File: config.mk
export PLATFORM = sky130hd
export DESIGN_NAME = demux_tdm_1_4_flat
export DESIGN_NICKNAME = d
export VERILOG_FILES = /design/src/rtl/demux_tdm_1_4_if.sv /design/src/rtl/demux_tdm_1_4.sv /design/src/flat_wrapper.sv
export SDC_FILE = /design/constraint.sdc
export NUM_CORES = 1
export LEC_CHECK = 0
export CORE_MARGIN = 3
export CORE_UTILIZATION = 34
export CTS_CLUSTER_SIZE = 28
export DETAILED_ROUTE_END_ITERATION = 16
export PLACE_DENSITY = 0.56
export SKIP_CTS_REPAIR_TIMING = 1
export SLEW_MARGIN = 20
export SYNTH_ARGS = -nofsm -noshare
export SYNTH_HDL_FRONTEND = slang
export SYNTH_SLANG_ARGS = --single-unit
File: constraint.sdc
create_clock -name clk -period 1.65 [get_ports clk]
set_input_delay 0.2475 -clock clk [delete_from_list [all_inputs] [get_ports clk]]
set_output_delay 0.2475 -clock clk [all_outputs]
set_load 0.01 [all_outputs]
File: src/rtl/demux_tdm_1_4_if.sv
// Bus bundle for the 1:4 TDM demultiplexer: serial word stream in, four parallel channel words out.
// The master drives the stream and the slave (the demultiplexer) produces the decoded frame.
interface demux_tdm_1_4_if #(
    parameter int WIDTH = 4
);
    logic [WIDTH-1:0] D;
    logic             valid;
    logic             sync;
    logic [WIDTH-1:0] Y0;
    logic [WIDTH-1:0] Y1;
    logic [WIDTH-1:0] Y2;
    logic [WIDTH-1:0] Y3;
    logic [1:0]       S;
    logic             frame_valid;
    logic             err;

    modport master (
        output D, valid, sync,
        input  Y0, Y1, Y2, Y3, S, frame_valid, err
    );

    modport slave (
        input  D, valid, sync,
        output Y0, Y1, Y2, Y3, S, frame_valid, err
    );
endinterface

File: src/rtl/demux_tdm_1_4.sv
// 1:4 time-division demultiplexer. A sync-marked word opens a frame, and the three words after it
// complete the frame. The four channel outputs update together, one cycle after the last word arrives.
module demux_tdm_1_4 #(
    parameter int WIDTH = 4
) (
    input  logic                  clk,
    input  logic                  rst_n,
    demux_tdm_1_4_if.slave        bus
);

    typedef enum logic {
        HUNT,
        COLLECT
    } state_t;

    state_t           r_state;
    state_t           w_stateNext;
    logic [1:0]       r_slot;
    logic [1:0]       w_slotNext;
    logic [WIDTH-1:0] r_shadow [0:3];
    logic [WIDTH-1:0] w_shadowNext [0:3];
    logic [WIDTH-1:0] r_y [0:3];
    logic [WIDTH-1:0] w_yNext [0:3];
    logic             r_frameValid;
    logic             w_frameValidNext;
    logic             r_err;
    logic             w_errNext;

    always_ff @(posedge clk or negedge rst_n) begin
        if (!rst_n) begin
            r_state      <= HUNT;
            r_slot       <= 2'd0;
            r_shadow     <= '{default: '0};
            r_y          <= '{default: '0};
            r_frameValid <= 1'b0;
            r_err        <= 1'b0;
        end else begin
            r_state      <= w_stateNext;
            r_slot       <= w_slotNext;
            r_shadow     <= w_shadowNext;
            r_y          <= w_yNext;
            r_frameValid <= w_frameValidNext;
            r_err        <= w_errNext;
        end
    end

    // The slot-3 word goes straight from D to Y3, so the frame completes on the same edge that samples that word.
    always_comb begin
        w_stateNext      = r_state;
        w_slotNext       = r_slot;
        w_shadowNext     = r_shadow;
        w_yNext          = r_y;
        w_frameValidNext = 1'b0;
        w_errNext        = 1'b0;

        if (bus.valid) begin
            case (r_state)
                HUNT: begin
                    if (bus.sync) begin
                        w_shadowNext[0] = bus.D;
                        w_slotNext      = 2'd1;
                        w_stateNext     = COLLECT;
                    end
                end
                COLLECT: begin
                    if (bus.sync) begin
                        w_errNext       = 1'b1;
                        w_shadowNext[0] = bus.D;
                        w_slotNext      = 2'd1;
                    end else if (r_slot == 2'd3) begin
                        w_shadowNext[3]  = bus.D;
                        w_yNext[0]       = r_shadow[0];
                        w_yNext[1]       = r_shadow[1];
                        w_yNext[2]       = r_shadow[2];
                        w_yNext[3]       = bus.D;
                        w_frameValidNext = 1'b1;
                        w_slotNext       = 2'd0;
                        w_stateNext      = HUNT;
                    end else begin
                        w_shadowNext[r_slot] = bus.D;
                        w_slotNext           = r_slot + 2'd1;
                    end
                end
                default: begin
                    w_stateNext = HUNT;
                    w_slotNext  = 2'd0;
                end
            endcase
        end
    end

    assign bus.Y0          = r_y[0];
    assign bus.Y1          = r_y[1];
    assign bus.Y2          = r_y[2];
    assign bus.Y3          = r_y[3];
    assign bus.S           = r_slot;
    assign bus.frame_valid = r_frameValid;
    assign bus.err         = r_err;

endmodule

File: src/flat_wrapper.sv
// flat-port wrapper written by rule: the top's interface ports become plain ports
module demux_tdm_1_4_flat 
#(
    parameter int WIDTH = 4
)
  (clk, rst_n, bus_D, bus_valid, bus_sync, bus_Y0, bus_Y1, bus_Y2, bus_Y3, bus_S, bus_frame_valid, bus_err);
  demux_tdm_1_4_if #(.WIDTH(WIDTH)) bus_i ();
  input  logic clk;
  input  logic rst_n;
  input wire logic [$bits(bus_i.D)-1:0] bus_D;
  input wire logic [$bits(bus_i.valid)-1:0] bus_valid;
  input wire logic [$bits(bus_i.sync)-1:0] bus_sync;
  output wire logic [$bits(bus_i.Y0)-1:0] bus_Y0;
  output wire logic [$bits(bus_i.Y1)-1:0] bus_Y1;
  output wire logic [$bits(bus_i.Y2)-1:0] bus_Y2;
  output wire logic [$bits(bus_i.Y3)-1:0] bus_Y3;
  output wire logic [$bits(bus_i.S)-1:0] bus_S;
  output wire logic [$bits(bus_i.frame_valid)-1:0] bus_frame_valid;
  output wire logic [$bits(bus_i.err)-1:0] bus_err;
  assign bus_i.D = bus_D;
  assign bus_i.valid = bus_valid;
  assign bus_i.sync = bus_sync;
  assign bus_Y0 = bus_i.Y0;
  assign bus_Y1 = bus_i.Y1;
  assign bus_Y2 = bus_i.Y2;
  assign bus_Y3 = bus_i.Y3;
  assign bus_S = bus_i.S;
  assign bus_frame_valid = bus_i.frame_valid;
  assign bus_err = bus_i.err;
  demux_tdm_1_4 #(.WIDTH(WIDTH)) u_core (.clk(clk), .rst_n(rst_n), .bus(bus_i));
endmodule
==> reports/metrics.yaml, run 1 <==
clock_tree.root_cell: "sky130_fd_sc_hd__clkbuf_8"
chipWidth_um: 69.8
antenna-diode-count: 0
vdd_ir_drop_max_v: 0.000697
synth_top_cells_by_area: "sky130_fd_sc_hd__dfrtp_1, sky130_fd_sc_hd__mux2_2, sky130_fd_sc_hd__mux2_4, sky130_fd_sc_hd__ha_1, sky130_fd_sc_hd__o21ai_0"
timing.setup.critical_path_class: "reg2out"
number_of_flops_mapped_to_enable_cells_by_yosys: 0
yosysMostFrequentCell: "sky130_fd_sc_hd__dfrtp_1"
ys_types: 21
port_buffers: 27
timing.max_slew.rel_slack: 0.734
cp-start-kind: "flip-flop"
rsz_0062_raised_after_global_routing: "false"
multiInputGateArea_sq_um: 520
synth_cells: 99
final_estimated_routing_congestion_in_global_placement: 0.848
synth_top_cell_area_share: 0.597
track_usage: 0.115
first_global_vias: 923
clk_path_buf_depth: 2
timing.setup.tns_ns: 0
slew_violations: 0
fillers: 333
final_period_minus_worst_setup_slack_ns: 1.56
tritoncts: "yes"
grt_overflow: 0
worstHoldPathType: "in2async"
worst_r2r_path_depth: 4
fin_total_pwr_mw: 3.12
critPathArrivalTime_ns: 1.31
finalCritPeriodShare: 0.945
ys_dominant_reg_cell: "sky130_fd_sc_hd__dfrtp_1"
number_of_antenna_violations_at_the_first_check_in_global_routing: 0
clk-insertion-delay-late_ns: 0.27
core.rowCount: 22
ioPinCount: 28
post_drt_wl_per_cell_um: 13.6
finalWirelength_um: 2520
grt_first_pass_wirelength_um: 4410
finish.instance_area_sq_um: 1840
clock_tree.htree_level_count: 2
fp.coreArea_sq_um: 3800
worst_setup_path_end_kind: "output pin"
final_net_count: 148
post_synth_most_frequent_cells: "sky130_fd_sc_hd__dfrtp_1, sky130_fd_sc_hd__mux2_2, sky130_fd_sc_hd__o21ai_0"
drc: 0
maxCapViolations: 0
synth.yosys.warnings: 0
pwr_density_cell_nw_per_um2: 1690
status: "completed"
ant_nets: 0
async_reset_ff_frac: 1.00
first_pass_iters: 4
timing.final.setup_violations: 0
mappedNetlistNets: 111
worstMarginPinSlew_ns: 0.399
dpl.hpwl_um: 1820
avgSynthCellArea_sq_um: 14.0
area_of_the_die_sq_um: 4870
cts_buffer_count: 5
hold_viol: 0
sequential_cell_area_sq_um: 826
dpl_cell_area_sq_um: 1760
routed-via-count: 851
area.growth.synth_to_final_pct: 33.2
fin_worst_hold_slack_ns: 0.374
synthDominantAreaCellType: "sky130_fd_sc_hd__dfrtp_1"
total_leakage_power_nw: 0.874
grt_start_max_net_pins: 34
drt_first_iter_violations: 59
final_layout_size_suffix_gt1_frac: 0.277
numClockSinks: 33
finalClockSkew_ns: 0.00471
clk_pin_slew_worst_paths_ns: 0.07
critPathRequiredTime_ns: 1.40
synth.yosys.seq_area_share: 0.597
clock.fmax_mhz: 641
routed_via_density: 4.60
yosys_register_bits: 33
synth_area_sq_um: 1380
critPathMaxFanout: 3
floorplan.initialDensity: 0.364
fp.dieH_um: 69.8
## path summary, 6_finish.rpt
kind | slack (ns) | from | endpoint
min reg2reg | 0.48 | u_core.bus.Y0[2] | u_core.bus.Y0[2]
max in group asynchronous | 0.99 | rst_n | u_core.r_state
max | 0.09 | u_core.bus.S[0] | bus_S[0]
max reg2reg | 0.13 | u_core.bus.S[0] | u_core.r_shadow[9]
min in group clk | 0.48 | u_core.bus.Y0[2] | u_core.bus.Y0[2]
min | 0.37 | rst_n | u_core.bus.Y0[0]
## worst max-delay path, cell delays in order, from the launching register on
cell	delay (ns)
sky130_fd_sc_hd__dfrtp_1	0.38
sky130_fd_sc_hd__buf_4	0.13
sky130_fd_sc_hd__clkdlybuf4s50_1	0.53
## report_power, final
part	leakage, nW	switching (mW)	internal, mW	total [mW]
Clock	0.0450	0.266	0.292	0.557
Sequential	0.415	0.185	1.15	1.34
Combinational	0.414	0.460	0.764	1.22
## registers in the layout, indices dropped and copies added, names as in the netlist
name	flops
u_core.bus.Y1	4
u_core.bus.err	1
u_core.bus.Y0	4
u_core.bus.frame_valid	1
u_core.r_state	1
u_core.bus.Y2	4
u_core.bus.Y3	4
u_core.r_shadow	12
u_core.bus.S	2
## placed cells by master, fill, tap and decap left out, drive strengths merged
cell type / netlist / final
dfrtp: 33 / 33
buf: 2 / 6
inv: 7 / 7
o22ai: 1 / 1
nor2b: 1 / 1
clkdlybuf4s50: 0 / 27
a2bb2oi: 1 / 1
ha: 4 / 4
and3: 1 / 1
clkbuf: 1 / 6
mux2: 20 / 20
nand4b: 1 / 1
a22o: 2 / 2
clkinv: 0 / 2
nand2: 7 / 7
and2: 1 / 1
and4bb: 1 / 1
nand2b: 1 / 1
mux2i: 4 / 4
nor3b: 1 / 1
o21ai: 10 / 10
## layer usage
metal  track usage  up-vias  part of all wire
li1              -      415                 -
met1         0.147      414              0.47
met2         0.185       22              0.47
met3        0.0377        0             0.055
met4        0.0319        0                 0
met5             0        -                 0
## final cells by class
class                           count  area share
Clock buffer                        6      0.0394
Clock inverter                      2     0.00543
Inverter                            7      0.0143
Multi-Input combinational cell     56       0.282
Sequential cell                    33       0.448
Tap cell                           48      0.0326
Timing Repair Buffer               33       0.178
## logic make-up (layout without fill, tap and decap cells)
| family | after synthesis | count (layout) | share of synthesized area |
|---|---|---|---|
| flip-flops | 33 | 33 | 0.597 |
| AO/OA/AOI/OAI | 14 | 14 | 0.0597 |
| AND/OR/NAND/NOR | 14 | 14 | 0.0642 |
| adder cells (fa/ha/maj) | 4 | 4 | 0.0362 |
| buffers and inverters | 10 | 48 | 0.0298 |
| multiplexers | 24 | 24 | 0.213 |
## through the flow
stage,std cells,util,setup slack (ns)
after floorplan,99,-,0.128
after global placement,177,0.462,0.0150
after detailed placement,177,0.462,-0.0207
after CTS,185,0.484,0.0539
after global routing,185,0.485,0.00946
final,185,0.485,0.0901
Note: power is estimated with default switching activity, not from simulation.
==> run 2, diff against run 1 <==
--- a/config.mk
+++ b/config.mk
@@ -11,7 +11,7 @@
 export DETAILED_ROUTE_END_ITERATION = 16
 export PLACE_DENSITY = 0.56
 export SKIP_CTS_REPAIR_TIMING = 1
-export SLEW_MARGIN = 20
+export SLEW_MARGIN = 5
 export SYNTH_ARGS = -nofsm -noshare
 export SYNTH_HDL_FRONTEND = slang
 export SYNTH_SLANG_ARGS = --single-unit
==> results of run 2 <==
Same layout as run 1: the final DEF is identical, and so are final timing and power.
